===== src/rtl/fft_window_mult_if.sv =====
// Sample stream bundle for the FFT windowing multiplier: indexed complex samples in,
// windowed complex samples out, valid-qualified with no backpressure.
interface fft_window_mult_if #(
  parameter int DATA_W = 16,
  parameter int IDX_W  = 5
);
  logic                     dv_in;
  logic [IDX_W-1:0]         index;
  logic signed [DATA_W-1:0] din_imag;
  logic signed [DATA_W-1:0] din_real;
  logic                     dv_out;
  logic signed [DATA_W-1:0] dout_imag;
  logic signed [DATA_W-1:0] dout_real;

  modport master (output dv_in, index, din_imag, din_real,
                  input  dv_out, dout_imag, dout_real);
  modport slave  (input  dv_in, index, din_imag, din_real,
                  output dv_out, dout_imag, dout_real);
endinterface


===== src/rtl/fft_window_mult.sv =====
// Streaming complex Hann-window multiplier: 3-stage pipeline, one sample per clock,
// per-bin coefficient from an elaboration-time ROM, round-half-up and saturate.
module fft_window_lane #(
  parameter int DATA_W = 16,
  parameter int COEF_W = 16
) (
  input  logic                     clk,
  input  logic                     reset,
  input  logic [2:0]               en,
  input  logic signed [DATA_W-1:0] din,
  input  logic [COEF_W-1:0]        coef,
  output logic signed [DATA_W-1:0] dout
);
  localparam int PROD_W = DATA_W + COEF_W + 1;
  localparam logic signed [PROD_W-1:0] RND     = {{(PROD_W-1){1'b0}}, 1'b1} << (COEF_W-2);
  localparam logic signed [PROD_W-1:0] SAT_MAX = {{(PROD_W-DATA_W+1){1'b0}}, {(DATA_W-1){1'b1}}};
  localparam logic signed [PROD_W-1:0] SAT_MIN = ~SAT_MAX;

  logic signed [DATA_W-1:0] d_q;
  logic signed [PROD_W-1:0] prod_q, prod_c, sum_c, shr_c, sat_c;
  logic signed [COEF_W:0]   coef_s;

  // Coefficient is unsigned; a zero MSB keeps 1.0 (2^(COEF_W-1)) positive in the signed multiply.
  assign coef_s = {1'b0, coef};
  assign prod_c = PROD_W'(d_q) * PROD_W'(coef_s);

  always_comb begin
    sum_c = prod_q + RND;
    shr_c = sum_c >>> (COEF_W-1);
    sat_c = shr_c;
    if (shr_c > SAT_MAX)      sat_c = SAT_MAX;
    else if (shr_c < SAT_MIN) sat_c = SAT_MIN;
  end

  always_ff @(posedge clk or posedge reset) begin
    if (reset) begin
      d_q    <= '0;
      prod_q <= '0;
      dout   <= '0;
    end else begin
      if (en[0]) d_q    <= din;
      if (en[1]) prod_q <= prod_c;
      if (en[2]) dout   <= sat_c[DATA_W-1:0];
    end
  end
endmodule

module fft_window_mult #(
  parameter int DATA_W = 16,
  parameter int IDX_W  = 5,
  parameter int COEF_W = 16
) (
  input  logic               clk,
  input  logic               reset,
  fft_window_mult_if.slave   bus
);
  localparam int  N         = 2**IDX_W;
  localparam int  NUM_LANES = 2;
  localparam int  STAGES    = 3;
  localparam real PI        = 3.14159265358979323846;

  typedef logic [N-1:0][COEF_W-1:0] rom_t;

  // Periodic Hann; int'() of a real rounds half away from zero.
  function automatic rom_t build_rom();
    rom_t r;
    for (int n = 0; n < N; n++)
      r[n] = COEF_W'(int'((2.0**(COEF_W-1)) * (0.5 - 0.5*$cos(2.0*PI*n/N))));
    return r;
  endfunction

  localparam rom_t ROM = build_rom();

  logic [STAGES:0]                     vld_pipe;
  logic [STAGES:1]                     vld_q;
  logic [COEF_W-1:0]                   coef_q;
  logic [NUM_LANES-1:0][DATA_W-1:0]    din_l, dout_l;

  assign vld_pipe = {vld_q, bus.dv_in};
  assign din_l    = {bus.din_imag, bus.din_real};

  always_ff @(posedge clk or posedge reset) begin
    if (reset) begin
      vld_q  <= '0;
      coef_q <= '0;
    end else begin
      vld_q <= vld_pipe[STAGES-1:0];
      if (bus.dv_in) coef_q <= ROM[bus.index];
    end
  end

  for (genvar l = 0; l < NUM_LANES; l++) begin : g_lane
    fft_window_lane #(.DATA_W(DATA_W), .COEF_W(COEF_W)) u_lane (
      .clk   (clk),
      .reset (reset),
      .en    (vld_pipe[STAGES-1:0]),
      .din   (din_l[l]),
      .coef  (coef_q),
      .dout  (dout_l[l])
    );
  end

  assign bus.dv_out    = vld_pipe[STAGES];
  assign bus.dout_real = dout_l[0];
  assign bus.dout_imag = dout_l[1];
endmodule


===== src/flat_wrapper.sv =====
// flat-port wrapper written by rule: the top's interface ports become plain ports
module fft_window_mult_flat 
#(
  parameter int DATA_W = 16,
  parameter int IDX_W  = 5,
  parameter int COEF_W = 16
)
  (clk, reset, bus_dv_in, bus_index, bus_din_imag, bus_din_real, bus_dv_out, bus_dout_imag, bus_dout_real);
  fft_window_mult_if #(.DATA_W(DATA_W), .IDX_W(IDX_W)) bus_i ();
  input  logic clk;
  input  logic reset;
  input wire logic [$bits(bus_i.dv_in)-1:0] bus_dv_in;
  input wire logic [$bits(bus_i.index)-1:0] bus_index;
  input wire logic [$bits(bus_i.din_imag)-1:0] bus_din_imag;
  input wire logic [$bits(bus_i.din_real)-1:0] bus_din_real;
  output wire logic [$bits(bus_i.dv_out)-1:0] bus_dv_out;
  output wire logic [$bits(bus_i.dout_imag)-1:0] bus_dout_imag;
  output wire logic [$bits(bus_i.dout_real)-1:0] bus_dout_real;
  assign bus_i.dv_in = bus_dv_in;
  assign bus_i.index = bus_index;
  assign bus_i.din_imag = bus_din_imag;
  assign bus_i.din_real = bus_din_real;
  assign bus_dv_out = bus_i.dv_out;
  assign bus_dout_imag = bus_i.dout_imag;
  assign bus_dout_real = bus_i.dout_real;
  fft_window_mult #(.DATA_W(DATA_W), .IDX_W(IDX_W), .COEF_W(COEF_W)) u_core (.clk(clk), .reset(reset), .bus(bus_i));
endmodule

===== config.mk =====
export PLATFORM = sky130hd
export DESIGN_NAME = fft_window_mult_flat
export DESIGN_NICKNAME = d
export VERILOG_FILES = /design/src/rtl/fft_window_mult_if.sv /design/src/rtl/fft_window_mult.sv /design/src/flat_wrapper.sv
export SDC_FILE = /design/constraint.sdc
export NUM_CORES = 1
export LEC_CHECK = 0
export CORE_MARGIN = 2
export CORE_UTILIZATION = 30
export CTS_BUF_LIST = sky130_fd_sc_hd__clkbuf_4
export CTS_CLUSTER_SIZE = 20
export DETAILED_ROUTE_END_ITERATION = 10
export GPL_TIMING_DRIVEN = 0
export PLACE_DENSITY = 0.53
export SLEW_MARGIN = 20
export SYNTH_ARGS = -nofsm -noshare
export SYNTH_HDL_FRONTEND = slang
export SYNTH_SLANG_ARGS = --single-unit

===== constraint.sdc =====
create_clock -name clk -period 17.8 [get_ports clk]
set_clock_uncertainty 0.15 [all_clocks]
set_input_delay 1.78 -clock clk [delete_from_list [all_inputs] [get_ports clk]]
set_output_delay 1.78 -clock clk [all_outputs]
set_load 0.01 [all_outputs]

==> flow_summary_export.csv <==
group,metric,value,unit
route,wl,73.61,mm
setup_path,required,18.33,ns
route,vias,18200,
grt,grt_pass1_vias,18910,
worst_hold_path,hold_path_class,"reg -> reg",
finish,drive_above_1_share,4.446,%
clock_network,cts_buffers,17,
finish,final_common_cell,"inv_1",
finish,layout.nets,3404,
sta,drv_slew,0,
route,initialDrtViolationCount,1420,
logic_synthesis,yosys-top-cells-area,"fa_1, ha_1, dfrtp_1, inv_1, and2_1",
setup_path,end_kind,"flip-flop",
setup_path,cp_max_fo,10,
clock_network,cts_resized,0,
clock_network,clk_latency,0.82,ns
floorplan,start_util,30.41,%
placed_design,gp_congestion,0.8834,
grt,grt_max_degree,76,
finish,fillCellCount,8174,
sta,finalCritPeriodShare,42.76,%
finish,areaGrowthSynthToFinish,10.03,%
logic_synthesis,syn_inst,2640,
logic_synthesis,syn_area_per_cell,8.952,µm²
grt,track_usage,18.78,%
setup_path,path_common_cell,"fa_1",
route,viasPerCell,4.801,
sta,tightest_slew,1.247,ns
clock_network,htree_levels,4,
route,drc,0,
logic_synthesis,synth_edf_count,0,
route,routedWlPerCell,19.42,µm
clock_network,cts-root-buf,"clkbuf_4",
grt,grt-ovfl-total,0,
logic_synthesis,synth_top_area_share,32.70,%
placed_design,place.port_buffers,71,
setup_path,crit_arrival,8.14,ns
grt,grt_antenna_before_repair,4,
floorplan,num_rows,102,
clock_network,cts.sinks,121,
floorplan,ios,73,
clock_network,cts_setup_buffers,0,
setup_path,critPathSlowestCell,"clkbuf_1",
sta,setup-violations-final,0,
floorplan,coreArea,77720,µm²
logic_synthesis,synth_top_cell_by_area,"fa_1",
setup_path,cpLargestDelayFamily,"adder cells",
logic_synthesis,synth_top_flop_cell,"dfrtp_1",
route,drtAntennaViolNets,0,
floorplan,die_h,284.7,µm
sta,slew_headroom,16.86,%
floorplan,dieArea,81040,µm²
clock_network,cts_buffer_depth,2,
logic_synthesis,synth_seq_area_share,12.81,%
setup_path,start_kind,"flip-flop",
floorplan,die_w,284.7,µm
placed_design,dpl.hpwl,59.80,mm
logic_synthesis,ys_seq_elements,121,
finish,final_cell_mix,"inv_1, fa_1, nand2_1, ha_1, and2_1",
setup_path,crit_type,"reg -> reg",
clock_network,cts_tree,"built",
setup_path,crit_path_cell_trace,"clkbuf_1 > clkbuf_1 > nand2_1 > fa_1 > inv_1 > fa_1 > ha_1 > fa_1 > fa_1 > inv_1 > fa_1 > inv_1 > ha_1 > a21oi_1 > o21ai_0 > o311ai_0 > a21boi_0 > o21a_1 > o31ai_1",
sta,finalHoldViolCount,0,
sta,finalCriticalPeriod,7.611,ns
logic_synthesis,synth_warnings,0,
logic_synthesis,syn-num-nets,3313,
clock_network,clk_pin_slew,0.20,ns
sta,max_freq,131.4,MHz
placed_design,dp_cells,3752,
clock_network,cts_hold_buf,0,
logic_synthesis,synth.distinct_cells,81,
setup_path,slowest_delay,0.81,ns
run,drv_cap,0,
route,first_pass_iters,5,
logic_synthesis,synthArstFlopShare,100.0,%
finish,fin_cells,3790,
status,status,"finished clean",
sta,rsz0062_at_grt,"false",
sta,setup_tns,0,ns
grt,grt_pass1_wl,114.8,mm
setup_path,crit_buf_inv,5,
logic_synthesis,netlist_area,23630,µm²
-- per-stage QoR --
stage | area (µm²) | util [%] | hold WS (ns) | setup slack [ns]
floorplan | 23630 | - | 0.2019 | 11.84
global placement | 25640 | 33.00 | 0.2107 | 10.25
detailed placement | 25680 | 33.04 | 0.2343 | 10.38
CTS | 25990 | 33.44 | 0.2973 | 10.26
global route | 26000 | 33.45 | 0.3037 | 9.921
finish | 26000 | 33.46 | 0.2773 | 10.19
-- synthesized netlist by cell type (all sizes together), types with 15 or more instances --
cell type and number:
clkbuf 111, buf 16, mux2 51, o21ai 42, nand4 22, a211oi 15, xnor2 33, and2 230
nand2 350, xor2 26, nor3 24, nor2 114, nand2b 21, fa 386, dfrtp 121, inv 485
nand3 32, ha 247, o21a 15, a21oi 114, and3 21
-- metal layers --
metal / global-route usage (%) / vias to the layer above / wire [µm]
met5: 0 / - / 13
met4: 6.776 / 2 / 2732
met3: 4.141 / 117 / 4488
met2: 29.02 / 524 / 32230
met1: 25.71 / 9046 / 34150
li1: - / 8507 / -
-- flip-flops by register name, indices dropped and copies added (netlist names) --
name and count:
u_core.g_lane.u_lane.prod_q 38, u_core.g_lane.u_lane.d_q 32, u_core.g_lane.u_lane.dout 32, u_core.coef_q 16
u_core.vld_q 3
-- path summary, 6_finish.rpt --
kind	start	endpoint	slack, ns	cells past startpoint
max in group asynchronous	reset	u_core.g_lane[0].u_lane.d_q[13]	15.50	3
min in group asynchronous	reset	u_core.g_lane[1].u_lane.dout[15]	1.24	2
hold / removal	u_core.vld_q[2]	u_core.vld_q[3]	0.28	0
hold reg to reg	u_core.vld_q[2]	u_core.vld_q[3]	0.28	0
setup / recovery	u_core.coef_q[0]	u_core.g_lane[0].u_lane.prod_q[30]	10.19	19
setup reg to reg	u_core.coef_q[0]	u_core.g_lane[0].u_lane.prod_q[30]	10.19	19
-- final cells by class --
type	instances	area (µm²)	share of cell area, %
Multi-Input combinational cell	1902	18210	70.02
Inverter	488	1839	7.073
Buffer	129	566.8	2.180
Timing Repair Buffer	72	738.2	2.839
Clock buffer	18	135.1	0.5197
Sequential cell	121	3028	11.64
Tap cell	1040	1301	5.004
Clock inverter	14	172.7	0.6640
Antenna cell	6	15.01	0.05774
-- kinds of logic (layout without fill, tap and decap cells) --
group	after synthesis	after routing	share of synthesized area, %
XOR/XNOR	59	59	2.187
flip-flops	121	121	12.81
AND/OR/NAND/NOR	849	849	17.54
buffers and inverters	617	721	10.15
AO/OA/AOI/OAI	302	302	8.556
multiplexers	59	59	2.981
adder cells (fa/ha/maj)	633	633	45.78
other	0	6	0
Power is left out: the tool's default activity adds up to more than one toggle a clock period on the data nets, which glitch-free logic cannot reach.
